===== src/rtl/mac_rx_parser_pkg.sv =====
// mac_rx_parser_pkg
//   Shared constants and types for the GMII receive parser:
//   - ethertype constants for the ARP/IP demux
//   - preamble / SFD byte values and the broadcast MAC
//   - header byte positions used by the parser FSM
//   - receive FSM state encoding
//   - byte-swap helper used to present the CRC in FCS wire order
package mac_rx_parser_pkg;

  localparam logic [15:0] ETHERTYPE_IPV4 = 16'h0800;
  localparam logic [15:0] ETHERTYPE_ARP  = 16'h0806;

  localparam logic [7:0]  PREAMBLE_BYTE  = 8'h55;
  localparam logic [7:0]  SFD_BYTE       = 8'hD5;
  localparam logic [47:0] BROADCAST_MAC  = 48'hFFFF_FFFF_FFFF;

  localparam logic [3:0]  HDR_DEST_LAST  = 4'd5;
  localparam logic [3:0]  HDR_LAST       = 4'd13;
  localparam logic [3:0]  HDR_BYTES      = 4'd14;
  localparam logic [2:0]  FCS_BYTES      = 3'd4;
  localparam logic [15:0] LEN_MAX        = 16'hFFFF;

  typedef enum logic [2:0] {
    ST_IDLE = 3'd0,
    ST_PRE  = 3'd1,
    ST_HDR  = 3'd2,
    ST_PAY  = 3'd3,
    ST_DROP = 3'd4
  } rx_state_e;

  function automatic logic [31:0] swap_bytes32(input logic [31:0] v);
    return {v[7:0], v[15:8], v[23:16], v[31:24]};
  endfunction

endpackage


===== src/rtl/CRC32_D8.sv =====
// CRC32_D8
//   Byte-wide Ethernet CRC32 (poly 04C11DB7, init FFFFFFFF), computed in the
//   reflected (LSB-first) form that matches GMII bit order.
//   o_crc is the final complemented CRC arranged so that o_crc[31:24] is the
//   first FCS byte on the wire and o_crc[7:0] the last.
// Ports
//   i_clk   clock
//   i_rst   asynchronous active-high reset (CRC back to init)
//   i_clr   synchronous clear back to init (start of frame)
//   i_en    fold i_data into the CRC this cycle
//   i_data  data byte
//   o_crc   FCS value in wire-byte order
module CRC32_D8
  import mac_rx_parser_pkg::*;
(
  input  logic        i_clk,
  input  logic        i_rst,
  input  logic        i_clr,
  input  logic        i_en,
  input  logic [7:0]  i_data,
  output logic [31:0] o_crc
);

  localparam logic [31:0] CRC_POLY_REFL = 32'hEDB8_8320;
  localparam logic [31:0] CRC_INIT      = 32'hFFFF_FFFF;

  logic [31:0] crc_q;
  logic [31:0] crc_d;

  // One byte of the reflected CRC, one bit per iteration, LSB first.
  always_comb begin
    crc_d = crc_q ^ {24'h0, i_data};
    for (int i = 0; i < 8; i++) begin
      crc_d = crc_d[0] ? ((crc_d >> 1) ^ CRC_POLY_REFL) : (crc_d >> 1);
    end
  end

  always_ff @(posedge i_clk or posedge i_rst) begin
    if (i_rst) begin
      crc_q <= CRC_INIT;
    end else if (i_clr) begin
      crc_q <= CRC_INIT;
    end else if (i_en) begin
      crc_q <= crc_d;
    end
  end

  // Final XOR, then reorder so the first transmitted FCS byte sits in the top byte.
  assign o_crc = swap_bytes32(~crc_q);

endmodule


===== src/rtl/mac_rx_parser.sv =====
// mac_rx_parser
//   GMII receive side of the MAC: hunts preamble/SFD, filters on destination
//   MAC, captures ethertype and source MAC, streams payload bytes with the FCS
//   stripped and reports CRC32 status once per accepted frame.
// Ports
//   i_clk / i_rst            GMII RX clock, asynchronous active-high reset
//   i_local_mac(_valid)      runtime local MAC, loaded whenever valid is high
//   i_gmii_data/_valid       GMII RXD / RX_DV
//   o_recv_data/_valid/_last payload byte stream (no backpressure)
//   o_recv_type/_src_mac     ethertype / source MAC of last accepted header
//   o_recv_len               payload byte count, qualified by o_crc_valid
//   o_crc_valid / o_crc_ok   one-cycle status pulse per accepted frame
module mac_rx_parser
  import mac_rx_parser_pkg::*;
#(
  parameter logic [47:0] P_LOCAL_MAC = 48'h00_00_00_00_00_00,
  parameter bit          P_CRC_CHECK = 1'b1
) (
  input  logic        i_clk,
  input  logic        i_rst,
  input  logic [47:0] i_local_mac,
  input  logic        i_local_mac_valid,
  input  logic [7:0]  i_gmii_data,
  input  logic        i_gmii_valid,
  output logic [7:0]  o_recv_data,
  output logic        o_recv_valid,
  output logic        o_recv_last,
  output logic [15:0] o_recv_type,
  output logic [47:0] o_recv_src_mac,
  output logic [15:0] o_recv_len,
  output logic        o_crc_valid,
  output logic        o_crc_ok
);

  logic [7:0]      gmii_data_q;
  logic            gmii_valid_q;
  logic            prime_q;
  logic            armed_q;
  logic [47:0]     local_mac_q;
  rx_state_e       state_q;
  logic [3:0]      hdr_cnt_q;
  logic [55:0]     hdr_sr_q;
  logic [3:0][7:0] line_q;
  logic [2:0]      fill_q;
  logic [3:0]      rel_cnt_q;
  logic [15:0]     pay_len_q;
  logic [7:0]      pend_data_q;
  logic            pend_vld_q;
  logic            stat_pend_q;
  logic            stat_ok_q;
  logic [15:0]     stat_len_q;

  logic            push_d;
  logic            release_d;
  logic            rel_is_pay_d;
  logic            frame_end_d;
  logic            sfd_d;
  logic            dest_ok_d;
  logic            fcs_match_d;
  logic [47:0]     dest_d;
  logic [31:0]     crc;

  // Header and payload bytes both enter the shift line; a byte only leaves it
  // once four newer bytes are behind it, so the FCS never leaves.
  assign push_d       = gmii_valid_q && ((state_q == ST_HDR) || (state_q == ST_PAY));
  assign release_d    = push_d && (fill_q == FCS_BYTES);
  assign rel_is_pay_d = (rel_cnt_q == HDR_BYTES);
  assign frame_end_d  = !gmii_valid_q && ((state_q == ST_HDR) || (state_q == ST_PAY));
  assign sfd_d        = gmii_valid_q && (gmii_data_q == SFD_BYTE) &&
                        (((state_q == ST_IDLE) && armed_q) || (state_q == ST_PRE));

  // At header byte 5 the previous five dest bytes are in the low end of the header shifter.
  assign dest_d       = {hdr_sr_q[39:0], gmii_data_q};
  assign dest_ok_d    = (dest_d == local_mac_q) || (dest_d == BROADCAST_MAC);

  // Oldest byte of the line is the first FCS byte on the wire.
  assign fcs_match_d  = ({line_q[3], line_q[2], line_q[1], line_q[0]} == crc);

  CRC32_D8 u_crc (
    .i_clk  (i_clk),
    .i_rst  (i_rst),
    .i_clr  (sfd_d),
    .i_en   (release_d),
    .i_data (line_q[3]),
    .o_crc  (crc)
  );

  // Input register stage and local-MAC register.
  always_ff @(posedge i_clk or posedge i_rst) begin
    if (i_rst) begin
      gmii_data_q  <= '0;
      gmii_valid_q <= 1'b0;
      local_mac_q  <= P_LOCAL_MAC;
    end else begin
      gmii_data_q  <= i_gmii_data;
      gmii_valid_q <= i_gmii_valid;
      if (i_local_mac_valid) begin
        local_mac_q <= i_local_mac;
      end
    end
  end

  // Receive FSM, shift line, pending/output stage and status pipeline.
  // armed_q only rises after a genuine idle sample has been seen, so a frame
  // already in flight when reset releases is routed to DROP instead of being
  // parsed from the middle.
  always_ff @(posedge i_clk or posedge i_rst) begin
    if (i_rst) begin
      prime_q        <= 1'b0;
      armed_q        <= 1'b0;
      state_q        <= ST_IDLE;
      hdr_cnt_q      <= '0;
      hdr_sr_q       <= '0;
      line_q         <= '0;
      fill_q         <= '0;
      rel_cnt_q      <= '0;
      pay_len_q      <= '0;
      pend_data_q    <= '0;
      pend_vld_q     <= 1'b0;
      stat_pend_q    <= 1'b0;
      stat_ok_q      <= 1'b0;
      stat_len_q     <= '0;
      o_recv_data    <= '0;
      o_recv_valid   <= 1'b0;
      o_recv_last    <= 1'b0;
      o_recv_type    <= '0;
      o_recv_src_mac <= '0;
      o_recv_len     <= '0;
      o_crc_valid    <= 1'b0;
      o_crc_ok       <= 1'b0;
    end else begin
      prime_q      <= 1'b1;
      if (prime_q && !gmii_valid_q) begin
        armed_q <= 1'b1;
      end
      o_recv_valid <= 1'b0;
      o_recv_last  <= 1'b0;
      o_crc_valid  <= 1'b0;

      case (state_q)
        ST_IDLE: begin
          if (gmii_valid_q) begin
            if (!armed_q) begin
              state_q <= ST_DROP;
            end else if (gmii_data_q == PREAMBLE_BYTE) begin
              state_q <= ST_PRE;
            end else if (gmii_data_q == SFD_BYTE) begin
              state_q <= ST_HDR;
            end else begin
              state_q <= ST_DROP;
            end
          end
        end
        ST_PRE: begin
          if (!gmii_valid_q) begin
            state_q <= ST_IDLE;
          end else if (gmii_data_q == SFD_BYTE) begin
            state_q <= ST_HDR;
          end else if (gmii_data_q != PREAMBLE_BYTE) begin
            state_q <= ST_DROP;
          end
        end
        ST_HDR: begin
          if (!gmii_valid_q) begin
            state_q <= ST_IDLE;
          end else begin
            hdr_cnt_q <= hdr_cnt_q + 4'd1;
            hdr_sr_q  <= {hdr_sr_q[47:0], gmii_data_q};
            if ((hdr_cnt_q == HDR_DEST_LAST) && !dest_ok_d) begin
              state_q <= ST_DROP;
            end else if (hdr_cnt_q == HDR_LAST) begin
              state_q        <= ST_PAY;
              o_recv_src_mac <= hdr_sr_q[55:8];
              o_recv_type    <= {hdr_sr_q[7:0], gmii_data_q};
            end
          end
        end
        ST_PAY, ST_DROP: begin
          if (!gmii_valid_q) begin
            state_q <= ST_IDLE;
          end
        end
        default: state_q <= ST_IDLE;
      endcase

      if (sfd_d) begin
        hdr_cnt_q  <= '0;
        fill_q     <= '0;
        rel_cnt_q  <= '0;
        pay_len_q  <= '0;
        pend_vld_q <= 1'b0;
      end

      if (push_d) begin
        line_q <= {line_q[2:0], gmii_data_q};
        if (fill_q != FCS_BYTES) begin
          fill_q <= fill_q + 3'd1;
        end
      end

      // The first 14 released bytes are header; everything after is payload.
      // A released payload byte waits in the pending slot until we know
      // whether it is the last one.
      if (release_d) begin
        if (!rel_is_pay_d) begin
          rel_cnt_q <= rel_cnt_q + 4'd1;
        end else begin
          if (pend_vld_q) begin
            o_recv_data  <= pend_data_q;
            o_recv_valid <= 1'b1;
          end
          pend_data_q <= line_q[3];
          pend_vld_q  <= 1'b1;
          if (pay_len_q != LEN_MAX) begin
            pay_len_q <= pay_len_q + 16'd1;
          end
        end
      end

      // An empty pending slot at frame end means no payload was ever released: a runt.
      if (frame_end_d) begin
        if (pend_vld_q) begin
          o_recv_data  <= pend_data_q;
          o_recv_valid <= 1'b1;
          o_recv_last  <= 1'b1;
        end
        pend_vld_q  <= 1'b0;
        fill_q      <= '0;
        stat_pend_q <= 1'b1;
        stat_ok_q   <= pend_vld_q && (P_CRC_CHECK ? fcs_match_d : 1'b1);
        stat_len_q  <= pend_vld_q ? pay_len_q : 16'd0;
      end else begin
        stat_pend_q <= 1'b0;
      end

      // Status goes out one cycle behind the last data byte.
      if (stat_pend_q) begin
        o_crc_valid <= 1'b1;
        o_crc_ok    <= stat_ok_q;
        o_recv_len  <= stat_len_q;
      end
    end
  end

endmodule


===== config.mk =====
export PLATFORM = sky130hd
export DESIGN_NAME = mac_rx_parser
export DESIGN_NICKNAME = d
export VERILOG_FILES = /design/src/rtl/mac_rx_parser_pkg.sv /design/src/rtl/CRC32_D8.sv /design/src/rtl/mac_rx_parser.sv
export SDC_FILE = /design/constraint.sdc
export NUM_CORES = 1
export LEC_CHECK = 0
export CORE_ASPECT_RATIO = 0.75
export CORE_MARGIN = 4
export CORE_UTILIZATION = 51
export CTS_CLUSTER_DIAMETER = 50
export DETAILED_ROUTE_END_ITERATION = 10
export GPL_TIMING_DRIVEN = 1
export PLACE_DENSITY = 0.8
export SLEW_MARGIN = 10
export SYNTH_ARGS = -nofsm -noshare
export SYNTH_HDL_FRONTEND = slang
export SYNTH_SLANG_ARGS = --single-unit

===== constraint.sdc =====
create_clock -name i_clk -period 11.93 [get_ports i_clk]
set_input_delay 2.386 -clock i_clk [delete_from_list [all_inputs] [get_ports i_clk]]
set_output_delay 2.386 -clock i_clk [all_outputs]
set_load 0.05 [all_outputs]

== Yosys cells after proc, flatten, opt, wreduce, memory -nomap -nowiden ==
Cells that the tools add are included.
Storage, ports and cells
  flip-flop bits (word level): 328
  logic and storage cells: 142
Operators by class
  add/subtract/negate cells: 4
  equality and inequality tests: 20
  mux-type cells: 54
  bitwise operators: 11
  reduce and logical (&&, ||, !) cells: 24
Operators with widths (number)
  $mux W32: 10
  $not A13 Y14: 8
  $mux W16: 5
  $eq A48 B48 Y1: 1
  $eq A48 B48 Y1 const B: 1
  $mux W3: 15
  $mux W8: 5
  $eq A32 B32 Y1: 1
  $not A32 Y32: 1
  $xor A32 B8 Y32: 1
  $mux W4: 6
  $add A16 B1 Y16 const B: 1
  $ne A16 B16 Y1 const B: 1
  $mux W1: 12
  $pmux W3 S4: 1
  $logic_and A1 B1 Y1: 9
  $add A4 B1 Y4 const B: 2
  $eq A4 B4 Y1 const B: 2
  $eq A8 B7 Y1 const B: 1
  $eq A8 B8 Y1 const B: 1
  $ne A8 B7 Y1 const B: 1
  $reduce_and A4 Y1: 2
  $eq A3 B2 Y1 const B: 2
  $eq A3 B3 Y1 const B: 2
  14 further kinds: 22

== Longest topological paths before layout ==
Gate-level depths: netlist of run 1.
  depth after elaboration: 19
  mapped depth: 9

== Modules after synthesis ==
From an unflattened synthesis of run 1, not the netlist that was laid out.
Unflattened totals
  cells, all modules: 1101
  area total of the unflattened synthesis: 14720.4 µm²
Modules (own cells, without submodules)
  mac_rx_parser: instances 1, cells an instance 897, area an instance 12346.8 µm²
  CRC32_D8: instances 1, cells an instance 204, area an instance 2373.5 µm²

== Worst setup path before layout of run 1 ==
OpenSTA, ideal clock, no wires.
  path kind: input port to flip-flop
  start point: input i_local_mac_valid
  end point: register local_mac_q[0]
  library setup time: 0.125 ns
  arrival time: 3.424 ns
  data required time: 11.805 ns
  setup slack: 8.381 ns
  stages: 3
  buffers on the path: 2
  cell sequence: clkbuf_1 -> clkbuf_1 -> mux2_2
RTL lines
  start, declared: RTL line mac_rx_parser.sv:22  | input logic i_local_mac_valid,
  end signal, assigned: RTL line mac_rx_parser.sv:98  | local_mac_q <= i_local_mac;
  end, declared: RTL line mac_rx_parser.sv:39  | logic [47:0] local_mac_q;
No word-level cell between the ends.

== Worst setup path in the final report of run 1 ==
  start point: register o_recv_type[9]
  end point: output o_recv_type[9]
RTL lines
  start, declared: RTL line mac_rx_parser.sv:28  | output logic [15:0] o_recv_type,
  start signal, assigned: RTL line mac_rx_parser.sv:174  | o_recv_type <= {hdr_sr_q[7:0], gmii_data_q};
No word-level cell between the ends.

==> impl_metrics.env, run 1 <==
export IMPL_max_freq_mhz=240
export IMPL_critPathLaunchType="flip-flop"
export IMPL_io_buffer_count=151
export IMPL_vias_per_cell=5.55
export IMPL_max_stage_delay_ns=0.83
export IMPL_setup_viol=0
export IMPL_rows=52
export IMPL_hpwl_mm=22.3
export IMPL_syn_avg_cell_area_um2=12.2
export IMPL_path_delay_family="buffers and inverters"
export IMPL_first_global_vias=9737
export IMPL_route_met2_wl_mm=15.1
export IMPL_dr_wl_met3_mm=1.74
export IMPL_vdd_drop_max_uv=100
export IMPL_netlist_area_mm2=0.0143
export IMPL_cp_required_ns=9.54
export IMPL_place_gp_congestion=0.889
export IMPL_crit_buf_inv=1
export IMPL_layout_drive_gt1_share=0.232
export IMPL_clkSinkCount=328
export IMPL_drt_iter0_markers=645
export IMPL_cts_repair_resized=0
export IMPL_crit_fanout=2
export IMPL_post_drt_wl_per_cell_um=19.3
export IMPL_initial_core_util=0.523
export IMPL_drtPass1Iterations=5
export IMPL_clkTransAtPathRegs_ns=0.07
export IMPL_critPathKind="reg -> out"
export IMPL_power_density_mw_per_mm2=142
export IMPL_syn_nets=1240
export IMPL_die_w_um=201
export IMPL_path_cells="clkdlybuf4s50_1"
export IMPL_power_uw=2450
export IMPL_cts_hold_buf=0
export IMPL_insertedDiodeCount=0
export IMPL_grt_max_degree=87
export IMPL_slew_violations=0
export IMPL_antenna_found_initial=0
export IMPL_hold_depth=1
export IMPL_ant_nets=0
export IMPL_die_h_um=153
export IMPL_hp_class="reg -> reg"
export IMPL_rsz0062_at_grt="no"
export IMPL_finClkSkew_ns=0.0109
export IMPL_synth_edf_count=0
export IMPL_syn_instance_count=1170
export IMPL_path_depth=1
export IMPL_vias=9364
export IMPL_ios=152
export IMPL_grt_ovfl_total=0
export IMPL_finalCritPeriodShare=0.349
export IMPL_cts_inserted_buffers=31
export IMPL_yosys_warnings=0
export IMPL_synth_flop_cell="dfrtp_1"
export IMPL_reg2reg_depth=6
export IMPL_area_growth_pct=20.7
export IMPL_clk_latency_ns=0.56
export IMPL_register_area_mm2=0.00825
export IMPL_layout_nets=1380
export IMPL_cts_setup_buffers=0
export IMPL_cts_max_level=1
export IMPL_multi_input_area_mm2=0.00575
export IMPL_finalSetupTns_ns=0
export IMPL_status="complete, no violations"
export IMPL_yosysSeqAreaShare=0.578
export IMPL_period_minus_slack_ns=4.17
export IMPL_ys_ff_latch=328
export IMPL_cts_root_buf="clkbuf_16"
export IMPL_async_flop_share=1.00
export IMPL_highest_layer="met4"
export IMPL_wl_mm=32.6
export IMPL_fp_coreArea_mm2=0.0273
export IMPL_cts_tree="done"
export IMPL_relSlewSlack=0.197
export IMPL_critPathCaptureType="output pin"
export IMPL_wl_met1_mm=15.3
export IMPL_crit_arrival_ns=1.78
export IMPL_synthDistinctLibCells=45
export IMPL_clockBufferDepth=3
export IMPL_die_area_mm2=0.0307
export IMPL_grtUsageTotal=0.213
export IMPL_critPathSlowestCell="clkdlybuf4s50_1"
export IMPL_grt_pass1_wl_mm=53.6
export IMPL_maxCapViolations=0
export IMPL_drc=0
export IMPL_p_leak_uw=0.00783
export IMPL_hold_viol=0
export IMPL_worst_slew_pin_slew_ns=1.20
export IMPL_n_fill_cell=2074
==> per-stage QoR <==
step | instances | hold WS (ns) | setup WS, ns | utilization | area (um2)
after detailed placement | 1628 | 0.451 | 7.43 | 0.590 | 16100
final | 1686 | 0.458 | 7.76 | 0.631 | 17200
after global routing | 1686 | 0.483 | 7.72 | 0.631 | 17200
after global placement | 1628 | 0.436 | 7.45 | 0.590 | 16100
after floorplan | 1170 | 0.352 | 0.514 | - | 14300
after CTS | 1686 | 0.461 | 7.72 | 0.631 | 17200
==> where the power goes <==
part           switching (uW)  total (uW)  leakage, uW  internal [uW]
Combinational             101         202      0.00296            101
Clock                     429        1060     0.000541            635
Sequential               32.6        1180      0.00433           1150
==> sequential cells by signal (all words and copies together), names as in the netlist, 3 cells and up, named ones only <==
name,count
fill_q,3
gmii_data_q,8
hdr_cnt_q,4
hdr_sr_q,56
line_q,32
local_mac_q,48
o_recv_len,16
o_recv_src_mac,48
o_recv_type,16
pay_len_q,16
pend_data_q,8
rel_cnt_q,4
stat_len_q,16
state_q,3
u_crc.crc_q,32
==> layout by cell type, fill, tap and decap left out, drive strengths merged, types with 3 or more instances in the layout <==
cell	count
dfrtp	296
mux2	193
nand2	180
clkdlybuf4s50	150
xnor2	100
xor2	57
clkbuf	36
nand3	32
dfstp	32
a21oi	31
nand4	30
nor3	28
nor2	27
o21ai	23
inv	21
nor4	18
ha	10
buf	10
o211ai	6
clkinvlp	6
bufinv	6
clkinv	6
or3	5
and3	3
nand2b	3
a31oi	3
and2	3
==> cell usage after synthesis, types with 6 or more instances <==
| cell type | instances | area (um2) |
|---|---|---|
| xnor2_1 | 91 | 797 |
| nor3_1 | 28 | 140 |
| nor4_1 | 18 | 113 |
| o211ai_1 | 6 | 45.0 |
| o21ai_0 | 22 | 110 |
| buf_2 | 8 | 40.0 |
| xnor2_2 | 8 | 130 |
| a21oi_1 | 31 | 155 |
| clkbuf_1 | 41 | 154 |
| nand3_1 | 32 | 160 |
| nand2_1 | 180 | 676 |
| inv_1 | 17 | 63.8 |
| xor2_1 | 55 | 482 |
| dfrtp_1 | 296 | 7410 |
| nor2_1 | 27 | 101 |
| mux2_2 | 193 | 2170 |
| nand4_1 | 30 | 188 |
| dfstp_2 | 32 | 841 |
| ha_1 | 10 | 125 |
==> layout make-up <==
class                      count  area share
clock buffer                  36      0.0485
clock inverter                22      0.0170
inverter                      17     0.00414
multi-input combinational    772       0.334
sequential                   328       0.479
tap                          351      0.0255
timing repair buffer         160      0.0915
==> worst paths after layout <==
| path | from | endpoint | slack [ns] |
|---|---|---|---|
| min in group asynchronous | i_rst | gmii_data_q[0] | 2.34 |
| min | prime_q | armed_q | 0.46 |
| max | o_recv_type[9] | o_recv_type[9] | 7.76 |
| max reg2reg | state_q[1] | o_recv_src_mac[24] | 8.51 |
| max in group asynchronous | i_rst | hdr_cnt_q[2] | 8.10 |
| min reg2reg | prime_q | armed_q | 0.46 |
==> cells by family after synthesis <==
family,share of synthesized area
XOR/XNOR,0.104
flip-flops,0.578
adder cells (fa/ha/maj),0.00877
AND/OR/NAND/NOR,0.105
other,0.000263
multiplexers,0.154
AO/OA/AOI/OAI,0.0309
buffers and inverters,0.0194
==> routing by layer <==
| layer | up-vias | global-route usage |
|---|---|---|
| li1 | 4278 | - |
| met1 | 4764 | 0.324 |
| met2 | 279 | 0.326 |
| met3 | 43 | 0.0343 |
| met4 | 0 | 0.0455 |
| met5 | - | 0 |
Power figures use the tool's default switching activity.
==> run 2: changes to the inputs <==
- clock period: 11.93 -> 3.46 ns (I/O delays scaled with it)
==> run 2 against run 1 <==
Clock power grew to 3.3 times the previous value. Flip-flop and latch count is the same. Sequential power grew to 3.5 times the previous value. Largest cell class unchanged. Critical path type is now reg -> reg.
==> impl_metrics.env, run 2 (synthesis results as in run 1) <==
export IMPL_status="complete, no violations"
export IMPL_r2r_start="fill_q[0]"
export IMPL_power_density_mw_per_mm2=477
export IMPL_vdd_drop_max_uv=437
export IMPL_clockBufferDepth=3
export IMPL_cts_hold_buf=0
export IMPL_drc=0
export IMPL_largestRegisters="hdr_sr_q x56, local_mac_q x48, o_recv_src_mac x48"
export IMPL_critPathLaunchType="flip-flop"
export IMPL_slew_violations=0
export IMPL_layout_nets=1398
export IMPL_grt_pass1_wl_mm=54.5
export IMPL_crit_fanout=14
export IMPL_period_minus_slack_ns=2.96
export IMPL_finalSetupTns_ns=0
export IMPL_place_gp_congestion=0.895
export IMPL_final_util=0.635
export IMPL_p_leak_uw=0.00790
export IMPL_antenna_found_initial=1
export IMPL_cts_repair_resized=0
export IMPL_clkTransAtPathRegs_ns=0.06
export IMPL_finalCritPeriodShare=0.855
export IMPL_cp_required_ns=3.84
export IMPL_drt_iter0_markers=572
export IMPL_hold_viol=0
export IMPL_vias_per_cell=5.57
export IMPL_ios=152
export IMPL_die_h_um=153
export IMPL_largest_register_ffs=56
export IMPL_critPathCaptureType="flip-flop"
export IMPL_worst_slew_pin_slew_ns=1.03
export IMPL_hpwl_mm=23.6
export IMPL_critPathKind="reg -> reg"
export IMPL_clkSinkCount=328
export IMPL_maxCapViolations=0
export IMPL_cts_max_level=2
export IMPL_ant_nets=0
export IMPL_post_drt_wl_per_cell_um=19.8
export IMPL_grt_max_degree=73
export IMPL_hp_class="reg -> reg"
export IMPL_cts_inserted_buffers=34
export IMPL_die_area_mm2=0.0307
export IMPL_setup_viol=0
export IMPL_final_common_cell="dfrtp_1"
export IMPL_place_ws_ns=0.617
export IMPL_max_freq_mhz=338
export IMPL_crit_start="fill_q[0]"
export IMPL_rsz0062_at_grt="no"
export IMPL_hp_start="prime_q"
export IMPL_clk_latency_ns=0.50
export IMPL_largest_register="hdr_sr_q"
export IMPL_drtPass1Iterations=4
export IMPL_finClkSkew_ns=0.0167
export IMPL_crit_arrival_ns=3.34
export IMPL_initial_core_util=0.523
export IMPL_cts_setup_buffers=0
export IMPL_final_cell_mix="dfrtp_1, mux2_2, nand2_1, clkdlybuf4s50_1, xnor2_1"
export IMPL_relSlewSlack=0.312
export IMPL_layout_drive_gt1_share=0.235
export IMPL_numPlacedInstances=1643
export IMPL_fin_cells=1705
export IMPL_area_growth_pct=21.4
export IMPL_wl_mm=33.8
export IMPL_rows=52
export IMPL_grt_ovfl_total=0
export IMPL_timing_final_ws_setup_ns=0.502
export IMPL_fp_coreArea_mm2=0.0273
export IMPL_first_global_vias=9634
export IMPL_cts_root_buf="clkbuf_16"
export IMPL_power_uw=8260
export IMPL_grtUsageTotal=0.219
export IMPL_n_fill_cell=2098
export IMPL_vias=9490
export IMPL_io_buffer_count=151
export IMPL_die_w_um=201
export IMPL_cts_tree="done"
-- run 2: cell count changes in the layout (fill, tap and decap cells not counted) --
cell,change
clkinv_4,+1
buf_12,+5
clkbuf_1,+10
clkinvlp_4,-3
clkinv_2,-1
inv_6,-2
clkbuf_8,+2
diode_2,+1
clkbuf_16,+4
buf_4,+10
bufinv_16,-6
inv_8,-2
-- run 2: path summary, 6_finish.rpt --
kind | cells past startpoint | slack (ns) | end
max | 8 | 0.50 | pay_len_q[13]
min | 1 | 0.46 | armed_q
max reg2reg | 8 | 0.50 | pay_len_q[13]
min reg2reg | 1 | 0.46 | armed_q
max in group asynchronous | 3 | 1.92 | u_crc.crc_q[14]
min in group asynchronous | 2 | 0.68 | o_recv_type[6]
-- run 2: cell type report --
class / instances / area, um2 / area share
antenna: 1 / 2.50 / 0.000145
sequential: 328 / 8250 / 0.476
clock buffer: 52 / 1000 / 0.0577
tap: 351 / 439 / 0.0254
clock inverter: 9 / 57.6 / 0.00332
inverter: 17 / 67.6 / 0.00390
timing repair buffer: 175 / 1750 / 0.101
multi-input combinational: 772 / 5750 / 0.332
-- run 2: where the power goes --
part / switching, uW / internal [uW]
Combinational: 364 / 364
Sequential: 115 / 3970
Clock: 1450 / 2000
-- run 2: per-layer routing --
metal	global-route usage	up-vias	routed length [um]
li1	-	4332	-
met1	0.340	4812	16000
met2	0.324	297	15100
met3	0.0381	49	2100
met4	0.0527	0	684
met5	0	-	0
-- run 2: through the flow --
step	hold slack, ns	cell area (um2)
after floorplan	0.352	14300
after global placement	0.438	16300
after detailed placement	0.450	16300
after CTS	0.456	17300
after global routing	0.474	17300
final	0.458	17300
-- run 2: worst max-delay path: stages, from the launching register on --
cell	delay [ns]
dfrtp_1	0.43
inv_1	0.08
ha_1	0.20
nand2_1	0.13
or3_1	0.57
a31oi_1	0.84
nor2_1	0.25
o21ai_0	0.22
o21ai_0	0.11
